<file path="config.mk">
export PLATFORM = sky130hd
export DESIGN_NAME = skew_feeder
export DESIGN_NICKNAME = d
export VERILOG_FILES = /design/src/rtl/skew_feeder.sv
export SDC_FILE = /design/constraint.sdc
export NUM_CORES = 1
export LEC_CHECK = 0
export BUFFER_PORTS_ARGS = -buffer_cell sky130_fd_sc_hd__buf_2
export CORE_MARGIN = 1
export CORE_UTILIZATION = 44
export CTS_CLUSTER_DIAMETER = 60
export CTS_CLUSTER_SIZE = 30
export DETAILED_ROUTE_END_ITERATION = 8
export GPL_TIMING_DRIVEN = 0
export PLACE_DENSITY = 0.76
export SKIP_LAST_GASP = 1
export SLEW_MARGIN = 10
export SYNTH_ARGS = -nofsm -noshare
export SYNTH_HDL_FRONTEND = slang
export SYNTH_SLANG_ARGS = --single-unit
</file>
<file path="constraint.sdc">
create_clock -name clk -period 1.9 [get_ports clk]
set_input_delay 0.19 -clock clk [delete_from_list [all_inputs] [get_ports clk]]
set_output_delay 0.19 -clock clk [all_outputs]
set_load 0.02 [all_outputs]
</file>
<file path="src/rtl/skew_feeder.sv">
// skew_feeder: drives a 4x4 operand memory with a diagonally skewed read
// pattern and registers the returned lanes toward a 4-lane systolic array.
// One pass issues steps t=0..6. Line i is active for t in [i, i+3] and reads
// element t-i. This produces the wavefront 0001,0011,0111,1111,1110,1100,1000.
module skew_feeder #(
    parameter int DATA_WIDTH = 8
) (
    input  logic                    clk,
    input  logic                    rst_n,
    input  logic                    start,
    input  logic                    stall,
    output logic [3:0]              mem_read_enable,
    output logic [7:0]              mem_read_elem,
    input  logic [4*DATA_WIDTH-1:0] mem_data_out,
    output logic [4*DATA_WIDTH-1:0] feed_data,
    output logic [3:0]              feed_valid,
    output logic                    busy,
    output logic                    done
);

    typedef enum logic [1:0] {
        IDLE = 2'd0,
        FEED = 2'd1,
        DONE = 2'd2
    } state_t;

    localparam logic [2:0] LAST_STEP = 3'd6;

    state_t                  state;
    state_t                  state_next;
    logic [2:0]              t;
    logic [2:0]              t_next;
    logic                    issue;
    logic [4*DATA_WIDTH-1:0] data_gated;

    // State and step counter registers; reset drops straight back to IDLE.
    always_ff @(posedge clk or negedge rst_n) begin
        if (!rst_n) begin
            state <= IDLE;
            t     <= 3'd0;
        end else begin
            state <= state_next;
            t     <= t_next;
        end
    end

    // Next-state logic: start is only honoured in IDLE, stall only freezes FEED.
    always_comb begin
        state_next = state;
        t_next     = t;
        case (state)
            IDLE: begin
                if (start) begin
                    state_next = FEED;
                    t_next     = 3'd0;
                end
            end
            FEED: begin
                if (!stall) begin
                    if (t == LAST_STEP) begin
                        state_next = DONE;
                        t_next     = 3'd0;
                    end else begin
                        t_next = t + 3'd1;
                    end
                end
            end
            DONE: begin
                state_next = IDLE;
                t_next     = 3'd0;
            end
            default: begin
                state_next = IDLE;
                t_next     = 3'd0;
            end
        endcase
    end

    // A step is issued only on an unstalled FEED cycle.
    assign issue = (state == FEED) && !stall;

    // Skewed read addressing: line i is live while i <= t <= i+3, reading t-i.
    always_comb begin
        mem_read_enable = 4'b0000;
        mem_read_elem   = 8'h00;
        for (int i = 0; i < 4; i++) begin
            if (issue && (t >= 3'(i)) && (t <= 3'(i) + 3'd3)) begin
                mem_read_enable[i]     = 1'b1;
                mem_read_elem[2*i +: 2] = 2'(t - 3'(i));
            end
        end
    end

    // Mask lanes that were not read so a memory that leaves stale data on a
    // disabled line still produces clean zeros toward the array.
    always_comb begin
        data_gated = '0;
        for (int i = 0; i < 4; i++) begin
            if (mem_read_enable[i]) begin
                data_gated[DATA_WIDTH*i +: DATA_WIDTH] = mem_data_out[DATA_WIDTH*i +: DATA_WIDTH];
            end
        end
    end

    // Output stage: one cycle from issue to the lanes seen by the array.
    always_ff @(posedge clk or negedge rst_n) begin
        if (!rst_n) begin
            feed_data  <= '0;
            feed_valid <= 4'b0000;
        end else begin
            feed_data  <= data_gated;
            feed_valid <= mem_read_enable;
        end
    end

    // Status flags decode straight from the state register.
    assign busy = (state == FEED);
    assign done = (state == DONE);

endmodule

</file>
==> results of run 1 <==
[worst max-delay path: stages (launching register included)]
cell and delay [ns]:
dfrtp_1 0.42, buf_6 0.17, inv_4 0.07, ha_4 0.18
nor4_4 0.30, nor3_2 0.10, buf_4 0.17
[report_power, final]
part | internal, mW | switching (mW)
combinational | 1.02 | 1.27
sequential | 1.12 | 0.0974
clock | 0.314 | 0.274
total | 2.46 | 1.64
[layer usage]
layer / vias up / global-route usage, % / part of all wire (%)
li1: 661 / - / -
met1: 689 / 24.17 / 39
met2: 62 / 37.64 / 52
met3: 9 / 6.066 / 6.8
met4: 0 / 7.849 / 1.8
met5: - / 0 / 0
[repair_timing]
| item | in CTS | in global routing |
|---|---|---|
| gates resized for setup | 25 | 23 |
| hold buffers | 1 | 0 |
| endpoints found under the setup margin | 12 | 11 |
| buffers inserted | 13 | 12 |
| hold endpoints to repair | 41 | 0 |
| pin swaps | 6 | 7 |
[flip-flops by register name, indices dropped and copies added, names as in the netlist]
name / cells
t: 3
state: 2
feed_data: 32
feed_valid: 4
[area by class of cell]
class                   instances  area (sq um)
flip-flops and latches         41          1030
fillers                       237         874.6
multi-input cells              78         649.4
repair buffers                111         648.1
well taps                      46         57.56
clock buffers                   7         55.05
plain buffers                   4         48.80
clock inverters                 1         30.03
inverters                       4         22.52
[worst max-delay path by stage]
stage	end	from	cells after the start
after detailed placement	mem_read_enable[3]	t[2]	7
final	mem_read_elem[3]	t[1]	6
after CTS	mem_read_elem[3]	t[0]	5
after global routing	mem_read_elem[3]	t[1]	6
after global placement	mem_read_elem[7]	t[2]	7
after floorplan	mem_read_elem[7]	t[2]	6
[cells in the mapped netlist, drive strengths merged]
| cell | instances |
|---|---|
| a211oi | 1 |
| a21oi | 6 |
| a22o | 1 |
| a32o | 1 |
| and2 | 25 |
| and2b | 1 |
| and3 | 9 |
| buf | 4 |
| dfrtp | 41 |
| ha | 4 |
| inv | 4 |
| mux2i | 2 |
| nand2 | 3 |
| nand3 | 1 |
| nand3b | 1 |
| nor2 | 5 |
| nor2b | 3 |
| nor3 | 5 |
| nor3b | 1 |
| nor4 | 1 |
| o2111a | 1 |
| o21a | 1 |
| o21ai | 3 |
| o2bb2ai | 1 |
| or3b | 2 |
[kinds of logic (layout without fill, tap and decap cells)]
kind of cell,Yosys count,count (layout),synth area share [%]
flip-flops,41,41,64.26
AND/OR/NAND/NOR,57,57,22.73
AO/OA/AOI/OAI,15,15,6.426
adder cells (fa/ha/maj),4,4,3.135
buffers and inverters,8,127,2.194
multiplexers,2,2,1.254
[per-stage QoR]
stage	setup TNS (ns)	total power, mW
3_3_place_gp	-0.3420	2.730
6_report	-0.1586	4.100
5_1_grt	-0.5424	4.308
3_5_place_dp	-0.3548	2.758
2_1_floorplan	0	2.246
4_1_cts	-0.02699	3.675
==> summary.md, run 1 <==
| Metric | Value |
|---|---|
| GR Util All Layers | `between 20% and 30%` |
| Min Hold Slack | `0.02777 ns` |
| DP Worst Slack | `-0.1783 ns` |
| Max Buffers Root-to-Sink | `2` |
| Sink Count | `about 40` |
| Layout Cells excl Fill | `292` |
| Hold Violations, Final | `0` |
| Worst setup path category | `flip-flop to output pin` |
| Commonest non-fill, non-tap cell in the layout | `buf_2` |
| Largest cells by area after synthesis | `dfrtp_1, and2_1, and3_1` |
| Layout cells sized above 1 | `58.94%` |
| Die ar. | `0.003873 sq mm` |
| YS warnings | `0` |
| Worst setup margin | `-0.06191 ns` |
| CTS tree | `built` |
| Die Y | `62.24 um` |
| Global-route wire length before repair | `6292 um` |
| Pwr/cell area | `1613 mW/mm^2` |
| Synth cell types | `29` |
| Post-Syn Area | `0.001597 sq mm` |
| Fin crit share | `103.3%` |
| I/O pins | `86` |
| Remaining antenna violation count | `0` |
| Number of CTS-inserted buffers | `5` |
| Rel. slew slack | `41.45%` |
| Placed instance count | `around 260` |
| Syn Area/Cell | `12.57 sq um` |
| Initial antenna violation count | `0` |
| Hold EP | `feed_data[5]` |
| Maxcap violations | `0` |
| Routed wire length | `4402 um` |
| Leak Pwr | `around 1.4 nW` |
| Crit end category | `output pin` |
| Clock slew at reported path FFs | `0.12 ns` |
| DP HPWL | `2450 um` |
| Worst-Margin Slew | `between 0.8 and 0.9 ns` |
| WP data arrival | `1.77 ns` |
| Vias | `1,421` |
| Max Fclk | `509.7 MHz` |
| DRC errors left | `0` |
| HP Class | `input pin to flip-flop` |
| Diodes inserted | `0` |
| Result of the run | `finished, violations left` |
| Pre-antenna DRT Iters | `4` |
| Core footprint | `0.003416 sq mm` |
| Max VDD drop | `747.7 uV` |
| Tmin final | `1.962 ns` |
| Die X | `62.24 um` |
| Worst Path Required | `1.71 ns` |
| Post-Synthesis Cells | `127` |
| Synth area leader | `dfrtp_1` |
| Worst hold path depth | `2` |
| CP max FO | `9` |
| Register area share after synthesis | `64.26%` |
| Final Wtd Congestion | `0.8107` |
| Area growth, synth to finish | `59.17%` |
| Cell area after layout | `0.002541 sq mm` |
| Nets | `285` |
| Initial DRC Count | `47` |
| Clk Latency, worst-skew pair | `about 0.35 ns` |
| Row count | `21` |
| Port bufs | `85` |
| GRT Residual Overflow | `0` |
| Vias in the first global route | `1,336` |
| Most frequent cells in the layout | `buf_2, dfrtp_1, buf_4` |
| DR WL/cell | `15.08 um` |
| Yosys reg bits | `41` |
| Pin count of the biggest net entering global routing | `42` |
| Placed Instance Area | `0.002079 sq mm` |
| Vias per cell | `4.866` |
| H-tree levels | `2` |
| Type of origin of the critical path | `flip-flop` |
| Clk_skew | `0.01583 ns` |
| Setup-failing EPs final | `3` |
| Hold path start | `mem_data_out[5]` |
| Initial Util | `46.74%` |
| Finished Core Util | `between 70 and 80%` |
| Failing checks | `setup timing` |
| Root buffer cell | `clkbuf_4` |
| Reg2Reg Depth | `9` |
| Synth top area share | `~64%` |
| RSZ-0062 raised after global routing | `true` |
| RR Startpoint | `t[1]` |
| Post-Syn Nets | `167` |
| Setup slack, reg-to-reg | `0.05 ns` |
| FF-to-FF End | `feed_data[18]` |
| Slew Viols, Final | `0` |
No activity file was read; power rests on OpenSTA's default activity.
==> inputs of run 2 (changes only) <==
--- a/config.mk
+++ b/config.mk
@@ -6,13 +6,15 @@
 export NUM_CORES = 1
 export LEC_CHECK = 0
 export BUFFER_PORTS_ARGS = -buffer_cell sky130_fd_sc_hd__buf_2
+export CELL_PAD_IN_SITES_DETAIL_PLACEMENT = 1
+export CELL_PAD_IN_SITES_GLOBAL_PLACEMENT = 2
 export CORE_MARGIN = 1
-export CORE_UTILIZATION = 44
+export CORE_UTILIZATION = 26
 export CTS_CLUSTER_DIAMETER = 60
 export CTS_CLUSTER_SIZE = 30
 export DETAILED_ROUTE_END_ITERATION = 8
 export GPL_TIMING_DRIVEN = 0
-export PLACE_DENSITY = 0.76
+export PLACE_DENSITY = 0.75
 export SKIP_LAST_GASP = 1
 export SLEW_MARGIN = 10
 export SYNTH_ARGS = -nofsm -noshare
==> constraint.sdc (replaced) <==
create_clock -name clk -period 1.9 [get_ports clk]
set_input_delay 0.095 -clock clk [delete_from_list [all_inputs] [get_ports clk]]
set_output_delay 0.095 -clock clk [all_outputs]
set_load 0.02 [all_outputs]
==> run 2 against run 1 <==
  * Register-to-register slack gained 0.12 ns
  * Cell count increased by 7.5%
  * The flow now finishes without violations
  * Critical path depth up 1
  * Critical path type unchanged
==> summary.md, run 2 (synthesis gave the netlist of run 1 again) <==
| Metric | Value |
|---|---|
| Most frequent cells in the layout | `buf_2, dfrtp_1, and2_1` |
| Result of the run | `finished clean` |
| CTS tree | `built` |
| Largest Register | `feed_data` |
| Root buffer cell | `clkbuf_8` |
| Pwr/cell area | `1496 mW/mm^2 (-7.3%)` |
| GR Util met2 | `25.93% (-12 points)` |
| RSZ-0062 raised after global routing | `true` |
| Die Y | `80.36 um (+29%)` |
| Worst Path Required | `1.80 ns (+0.09 ns)` |
| Remaining antenna violation count | `0 (unchanged)` |
| Routed wire length | `4434 um (+0.73%)` |
| Commonest non-fill, non-tap cell in the layout | `buf_2` |
| Finished Core Util | `41.67% (-33 points)` |
| Worst hold path depth | `2 (unchanged)` |
| Number of CTS-inserted buffers | `5 (unchanged)` |
| Min Hold Slack | `0.01010 ns (-0.01766 ns)` |
| Final Wtd Congestion | `0.7135 (-12%)` |
| Tmin final | `1.843 ns (-0.1193 ns)` |
| Placed Instance Area | `0.002116 sq mm (+1.7%)` |
| Area growth, synth to finish | `54.55%` |
| Die X | `80.36 um (+29%)` |
| Max Buffers Root-to-Sink | `2 (unchanged)` |
| Initial DRC Count | `22 (-53%)` |
| Pin count of the biggest net entering global routing | `42 (unchanged)` |
| Leak Pwr | `1.361 nW (-3.7%)` |
| Nets | `278 (-2.5%)` |
| Worst-Margin Slew | `0.9132 ns (+0.03500 ns)` |
| DRC errors left | `0 (unchanged)` |
| Max Fclk | `542.7 MHz (+6.5%)` |
| Tot Pwr | `3.691 mW (-10%)` |
| Crit end category | `output pin` |
| Fin crit share | `96.98% (-6.3 points)` |
| Clk_skew | `0.003892 ns (-0.01194 ns)` |
| Setup-failing EPs final | `0 (-3)` |
| Die ar. | `0.006458 sq mm (+67%)` |
| Row count | `28 (+33%)` |
| Placed instance count | `287 (+11%)` |
| Rel. slew slack | `39.12% (-2.3 points)` |
| Layout cells sized above 1 | `51.05% (-7.9 points)` |
| CP max FO | `4 (-5)` |
| Global-route wire length before repair | `6920 um (+10%)` |
| GR Util met1 | `16.64% (-7.5 points)` |
| Vias | `1,339 (-5.8%)` |
| Layout Cells excl Fill | `314 (+7.5%)` |
| Diodes inserted | `0 (unchanged)` |
| Worst setup path category | `flip-flop to output pin` |
| Vias per cell | `4.264 (-12%)` |
| H-tree levels | `2 (unchanged)` |
| Setup slack, reg-to-reg | `0.17 ns (+0.12 ns)` |
| Layer with the highest usage | `met2` |
| Vias in the first global route | `1,383 (+3.5%)` |
| DR WL/cell | `14.12 um (-6.3%)` |
| Max VDD drop | `540.8 uV (-28%)` |
| Type of origin of the critical path | `flip-flop` |
| GRT Residual Overflow | `0 (unchanged)` |
| Sink Count | `41 (unchanged)` |
| Grt met3 use | `2.841% (-3.2 points)` |
| Maxcap violations | `0 (unchanged)` |
| Slew Viols, Final | `0 (unchanged)` |
| Initial antenna violation count | `0 (unchanged)` |
| Max FFs per register | `32 (unchanged)` |
| I/O pins | `86 (unchanged)` |
| Initial Util | `26.97% (-20 points)` |
| Hold Violations, Final | `0 (unchanged)` |
| Core footprint | `0.005921 sq mm (+73%)` |
| WP data arrival | `1.75 ns (-0.02 ns)` |
| Cell area after layout | `0.002467 sq mm (-2.9%)` |
| Largest regs | `feed_data (32), feed_valid (4), t (3)` |
| GR Util All Layers | `14.46% (-6.8 points)` |
| Port bufs | `85 (unchanged)` |
| Reg2Reg Depth | `7 (-2)` |
| Pre-antenna DRT Iters | `3 (-1)` |
| HP Class | `input pin to flip-flop` |
| Clock slew at reported path FFs | `0.08 ns (-0.04 ns)` |
| Clk Latency, worst-skew pair | `0.29 ns (-0.06 ns)` |
| DP HPWL | `3200 um (+31%)` |
run 2: changes by cell type in the layout (fill, tap and decap cells not counted), sizes merged:
cell	previous run	this run
buf	114	100
clkinv	0	1
clkbuf	7	5
bufinv	1	0
dlygate4sd3	1	8
clkinvlp	0	2
run 2: final timing paths:
kind / start / end
setup reg to reg: t[1] / feed_data[9]
min in group asynchronous: rst_n / feed_data[7]
hold reg to reg: state[1] / state[0]
max in group asynchronous: rst_n / t[2]
setup / recovery: t[1] / mem_read_elem[7]
hold / removal: mem_data_out[16] / feed_data[16]
run 2: worst max-delay path, cell delays in order (launching register included):
cell and delay, ns:
dfrtp_1 0.40, buf_4 0.14, ha_1 0.20, ha_4 0.18, nor2_4 0.11, mux2i_4 0.09
and3_1 0.19, buf_2 0.15
run 2: report_power, final:
part,switching (mW),internal [mW]
logic,1.13,0.775
registers,0.0938,1.12
clock network,0.305,0.260
run 2: what timing repair did:
action                                 CTS  global route
gates resized for setup                 13            11
hold buffers                             6             2
buffers inserted                         4             7
setup endpoints to repair               11            11
pin swaps                                3             3
endpoints found under the hold margin   46             2
run 2: final cells by class:
cell class / instances / area (sq um)
Timing Repair Buffer: 104 / 593.1
Sequential cell: 41 / 1028
Multi-Input combinational cell: 78 / 605.6
Tap cell: 75 / 93.84
Inverter: 4 / 18.77
Buffer: 4 / 37.54
Fill cell: 698 / 3453
Clock inverter: 3 / 21.27
Clock buffer: 5 / 68.82
run 2: stage by stage:
step | TNS [ns] | setup WS [ns]
2_1_floorplan | 0 | 0.2497
3_3_place_gp | -0.2694 | -0.1438
3_5_place_dp | -0.2283 | -0.1183
4_1_cts | -0.01251 | -0.01251
5_1_grt | -0.1314 | -0.04134
6_report | 0 | 0.05743
run 2: routing by layer:
metal / vias to the layer above / part of all wire (%)
li1: 647 / -
met1: 637 / 40
met2: 50 / 52
met3: 5 / 6.0
met4: 0 / 1.9
met5: - / 0
==> inputs of run 3 (changes only) <==
--- a/config.mk
+++ b/config.mk
@@ -5,16 +5,17 @@
 export SDC_FILE = /design/constraint.sdc
 export NUM_CORES = 1
 export LEC_CHECK = 0
+export ABC_AREA = 1
 export BUFFER_PORTS_ARGS = -buffer_cell sky130_fd_sc_hd__buf_2
 export CELL_PAD_IN_SITES_DETAIL_PLACEMENT = 1
 export CELL_PAD_IN_SITES_GLOBAL_PLACEMENT = 2
 export CORE_MARGIN = 1
-export CORE_UTILIZATION = 26
+export CORE_UTILIZATION = 24
 export CTS_CLUSTER_DIAMETER = 60
 export CTS_CLUSTER_SIZE = 30
 export DETAILED_ROUTE_END_ITERATION = 8
 export GPL_TIMING_DRIVEN = 0
-export PLACE_DENSITY = 0.75
+export PLACE_DENSITY = 0.74
 export SKIP_LAST_GASP = 1
 export SLEW_MARGIN = 10
 export SYNTH_ARGS = -nofsm -noshare
==> run 3 against run 2 <==
  * The run now ends with DRC left
  * Die area up 11%
  * Fmax increased by 2.6%
  * Cell count increased by 17%
  * Total power rose by 0.56%
  * Global-route usage decreased by 2.5 points
  * Non-clock buffer count is 6 higher
  * Clock skew up 0.0022 ns
  * Area after synthesis up 2.9%
  * Register-to-register slack better by 0.18 ns
  * Final area grew 2.1%
  * Clock-buffer cell count up 2
  * Combinational power about the same
  * Critical path type unchanged
  * Largest power group unchanged
==> summary.md, run 3 <==
| Metric | Value |
|---|---|
| Result of the run | `finished, violations left` |
| Failing checks | `DRC` |
| Max VDD drop | `588.7 uV (+8.9%)` |
| Cell Chain, Critical Path | `buf_4, ha_1, inv_1, nand2_1, nor2_2, buf_6, nor2_1, buf_2` |
| Tot Pwr | `3.712 mW (+0.56%)` |
| Pre-antenna DRT Iters | `9 (+6)` |
| Cell area after layout | `0.002519 sq mm (+2.1%)` |
| Clk_skew | `0.006100 ns (+0.002208 ns)` |
| Row count | `29 (+3.6%)` |
| Nets | `329 (+18%)` |
| Hold Violations, Final | `0 (unchanged)` |
| Syn Area/Cell | `9.442 sq um (-25%)` |
| Synth cell types | `18 (-38%)` |
| Compound-Gate Fraction of Synth Area | `0.9139% (-5.5 points)` |
| DP Worst Slack | `0.1580 ns (+0.2762 ns)` |
| Post-Syn Area | `0.001643 sq mm (+2.9%)` |
| YS warnings | `0 (unchanged)` |
| Family with the most delay on the worst path | `buffers and inverters` |
| Global-route wire length before repair | `6762 um (-2.3%)` |
| Root buffer cell | `clkbuf_8` |
| DP HPWL | `2779 um (-13%)` |
| Synth Area in Adders | `3.046% (-0.088 points)` |
| Setup-failing EPs final | `0 (unchanged)` |
| DR WL/cell | `11.17 um (-21%)` |
| Type of origin of the critical path | `flip-flop` |
| Diodes inserted | `0 (unchanged)` |
| Die Y | `84.74 um (+5.4%)` |
| Post-Synth XOR/XNOR Area | `0% (unchanged)` |
| Yosys reg bits | `41 (unchanged)` |
| Die ar. | `0.007180 sq mm (+11%)` |
| Max FFs per register | `32 (unchanged)` |
| Worst setup margin | `0.1036 ns (+0.04619 ns)` |
| Simple-gate share of the synthesized area | `20.18% (-2.5 points)` |
| Largest family of logic cells by synthesized area | `simple AND/OR/NAND/NOR gates` |
| Layout cells sized above 1 | `41.72% (-9.3 points)` |
| Synth top area share | `62.45% (-1.8 points)` |
| HP Class | `input pin to flip-flop` |
| Max Buffers Root-to-Sink | `2 (unchanged)` |
| Filler Cells Inserted | `770 (+10%)` |
| Tmin final | `1.796 ns (-0.04619 ns)` |
| Register area share after synthesis | `62.45% (-1.8 points)` |
| FF-to-FF End | `feed_data[13]` |
| Max Fclk | `556.7 MHz (+2.6%)` |
| Layout Cells excl Fill | `367 (+17%)` |
| Crit end category | `output pin` |
| Largest Register | `feed_data` |
| Crit. Startpoint | `t[0]` |
| Commonest non-fill, non-tap cell in the layout | `buf_2` |
| Fin crit share | `94.55% (-2.4 points)` |
| Initial Util | `25.29% (-1.7 points)` |
| Largest regs | `feed_data (32), feed_valid (4), t (3)` |
| Vias per cell | `4.027 (-5.6%)` |
| Post-synthesis async set-or-reset flop share | `100.0% (unchanged)` |
| Worst-Margin Slew | `0.9065 ns (-0.006760 ns)` |
| Rel. slew slack | `39.57% (+0.45 points)` |
| CP bufs+invs | `4 (+2)` |
| Clock slew at reported path FFs | `0.08 ns (about the same)` |
| Crit-path slowest cell | `dfrtp_2` |
| Pwr/cell area | `1474 mW/mm^2 (-1.5%)` |
| Clk Latency, worst-skew pair | `0.29 ns (about the same)` |
| Cell with the most instances after synthesis | `inv_1` |
| Port bufs | `85 (unchanged)` |
| Number of CTS-inserted buffers | `5 (unchanged)` |
| Post-Synthesis Cells | `174 (+37%)` |
| Die X | `84.74 um (+5.4%)` |
| Top cells by count, synth | `inv_1, dfrtp_1, nor2_1` |
| Leak Pwr | `1.558 nW (+14%)` |
| CP Capture Point | `mem_read_enable[2]` |
| EDFF count, synth | `0 (unchanged)` |
| Slew Viols, Final | `0 (unchanged)` |
| Routed wire length | `4098 um (-7.6%)` |
| Largest cells by area after synthesis | `dfrtp_1, inv_1, nor2_1` |
| Initial DRC Count | `34 (+55%)` |
| RR Startpoint | `t[1]` |
| Most frequent cells in the layout | `buf_2, inv_1, dfrtp_1` |
| Vias | `1,478 (+10%)` |
| Sink Count | `41 (unchanged)` |
| I/O pins | `86 (unchanged)` |
| RSZ-0062 raised after global routing | `true` |
| Core footprint | `0.006495 sq mm (+9.7%)` |
| Synth Flop Type | `dfrtp_1` |
| Worst Path Required | `1.80 ns (about the same)` |
| Setup TNS Final | `0 ns (unchanged)` |
| Worst path depth | `8 (+1)` |
| Vias in the first global route | `1,521 (+10%)` |
| WP data arrival | `1.70 ns (-0.05 ns)` |
| CP peak stage delay | `0.44 ns (+0.04 ns)` |
| Reg2Reg Depth | `9 (+2)` |
| CTS tree | `built` |
| Area growth, synth to finish | `53.31%` |
| Placed instance count | `336 (+17%)` |
| GRT Residual Overflow | `0 (unchanged)` |
| Pin count of the biggest net entering global routing | `42 (unchanged)` |
| H-tree levels | `2 (unchanged)` |
| CP max FO | `10 (+6)` |
| Setup slack, reg-to-reg | `0.35 ns (+0.18 ns)` |
| Post-synthesis mux area share | `0% (-1.3 points)` |
| Final Wtd Congestion | `0.7252 (+1.6%)` |
| Post-Syn Nets | `214 (+28%)` |
| Initial antenna violation count | `0 (unchanged)` |
| DRC errors left | `7 (+7)` |
| GR Util All Layers | `11.94% (-2.5 points)` |
| Synth area leader | `dfrtp_1` |
| Remaining antenna violation count | `0 (unchanged)` |
| Worst setup path category | `flip-flop to output pin` |
| Placed Instance Area | `0.002165 sq mm (+2.3%)` |
| Maxcap violations | `0 (unchanged)` |
-- run 3: cell types whose count changed in the layout (fill, tap and decap cells not counted), moves of 9 or more --
cell	previous run	this run
inv_1	3	41
nor2_1	4	32
nand2_1	3	13
nand3_1	1	11
and3_1	9	0
and2_1	25	0
-- run 3: kinds of logic (layout without fill, tap and decap cells) --
| group | count (synthesis) | in the layout |
|---|---|---|
| buffers and inverters | 51 | 167 |
| AO/OA/AOI/OAI | 3 | 3 |
| adder cells (fa/ha/maj) | 4 | 4 |
| AND/OR/NAND/NOR | 75 | 75 |
| flip-flops | 41 | 41 |
-- run 3: worst min-delay path by stage --
stage / endpoint / cells after the start / slack, ns / startpoint
after floorplan: feed_data[0] / 0 / -0.20 / rst_n
after global placement: feed_data[1] / 1 / 0.29 / rst_n
after detailed placement: feed_data[6] / 1 / 0.30 / rst_n
after CTS: feed_data[28] / 3 / 0.001 / mem_data_out[28]
after global routing: feed_data[23] / 3 / 0.006 / mem_data_out[23]
final: feed_data[1] / 3 / 0.01 / mem_data_out[1]
-- run 3: power breakdown --
group | internal, mW | switching, mW | total [mW] | leakage [nW]
clock | 0.328 | 0.288 | 0.616 | 0.0542
combinational | 0.703 | 1.17 | 1.88 | 0.963
sequential | 1.12 | 0.0946 | 1.22 | 0.541
-- run 3: final cells by class --
cell class | instances | area, sq um | area share, %
plain buffers | 6 | 67.56 | 2.683
clock buffers | 7 | 96.34 | 3.825
clock inverters | 1 | 5.005 | 0.1987
inverters | 45 | 168.9 | 6.706
multi-input cells | 82 | 416.7 | 16.54
flip-flops and latches | 41 | 1027 | 40.79
well taps | 77 | 96.34 | 3.825
repair buffers | 108 | 640.6 | 25.43
-- run 3: per-stage QoR --
stage	util, %	hold WS (ns)
final	38.78	0.01204
after global routing	38.78	0.006423
after CTS	37.49	0.001057
after detailed placement	33.33	0.2951
after global placement	33.33	0.2904
after floorplan	-	-0.2006
-- run 3: what timing repair did --
action | CTS | global route
endpoints found under the hold margin | 55 | 0
resized for setup | 3 | 14
cloned | 0 | 1
setup endpoints to repair | 11 | 12
hold buffers | 15 | 0
setup buffers | 2 | 5
-- run 3: worst min-delay path, stage by stage --
cell and delay, ns:
buf_2 0.10, inv_1 0.04, nor2_1 0.04
-- run 3: layer usage --
layer / global-route usage (%) / up-vias / part of all wire (%)
li1: - / 731 / -
met1: 13.71 / 698 / 42
met2: 21.88 / 44 / 52
met3: 3.147 / 5 / 5.7
met4: 3.236 / 0 / 0.78
met5: 0 / - / 0
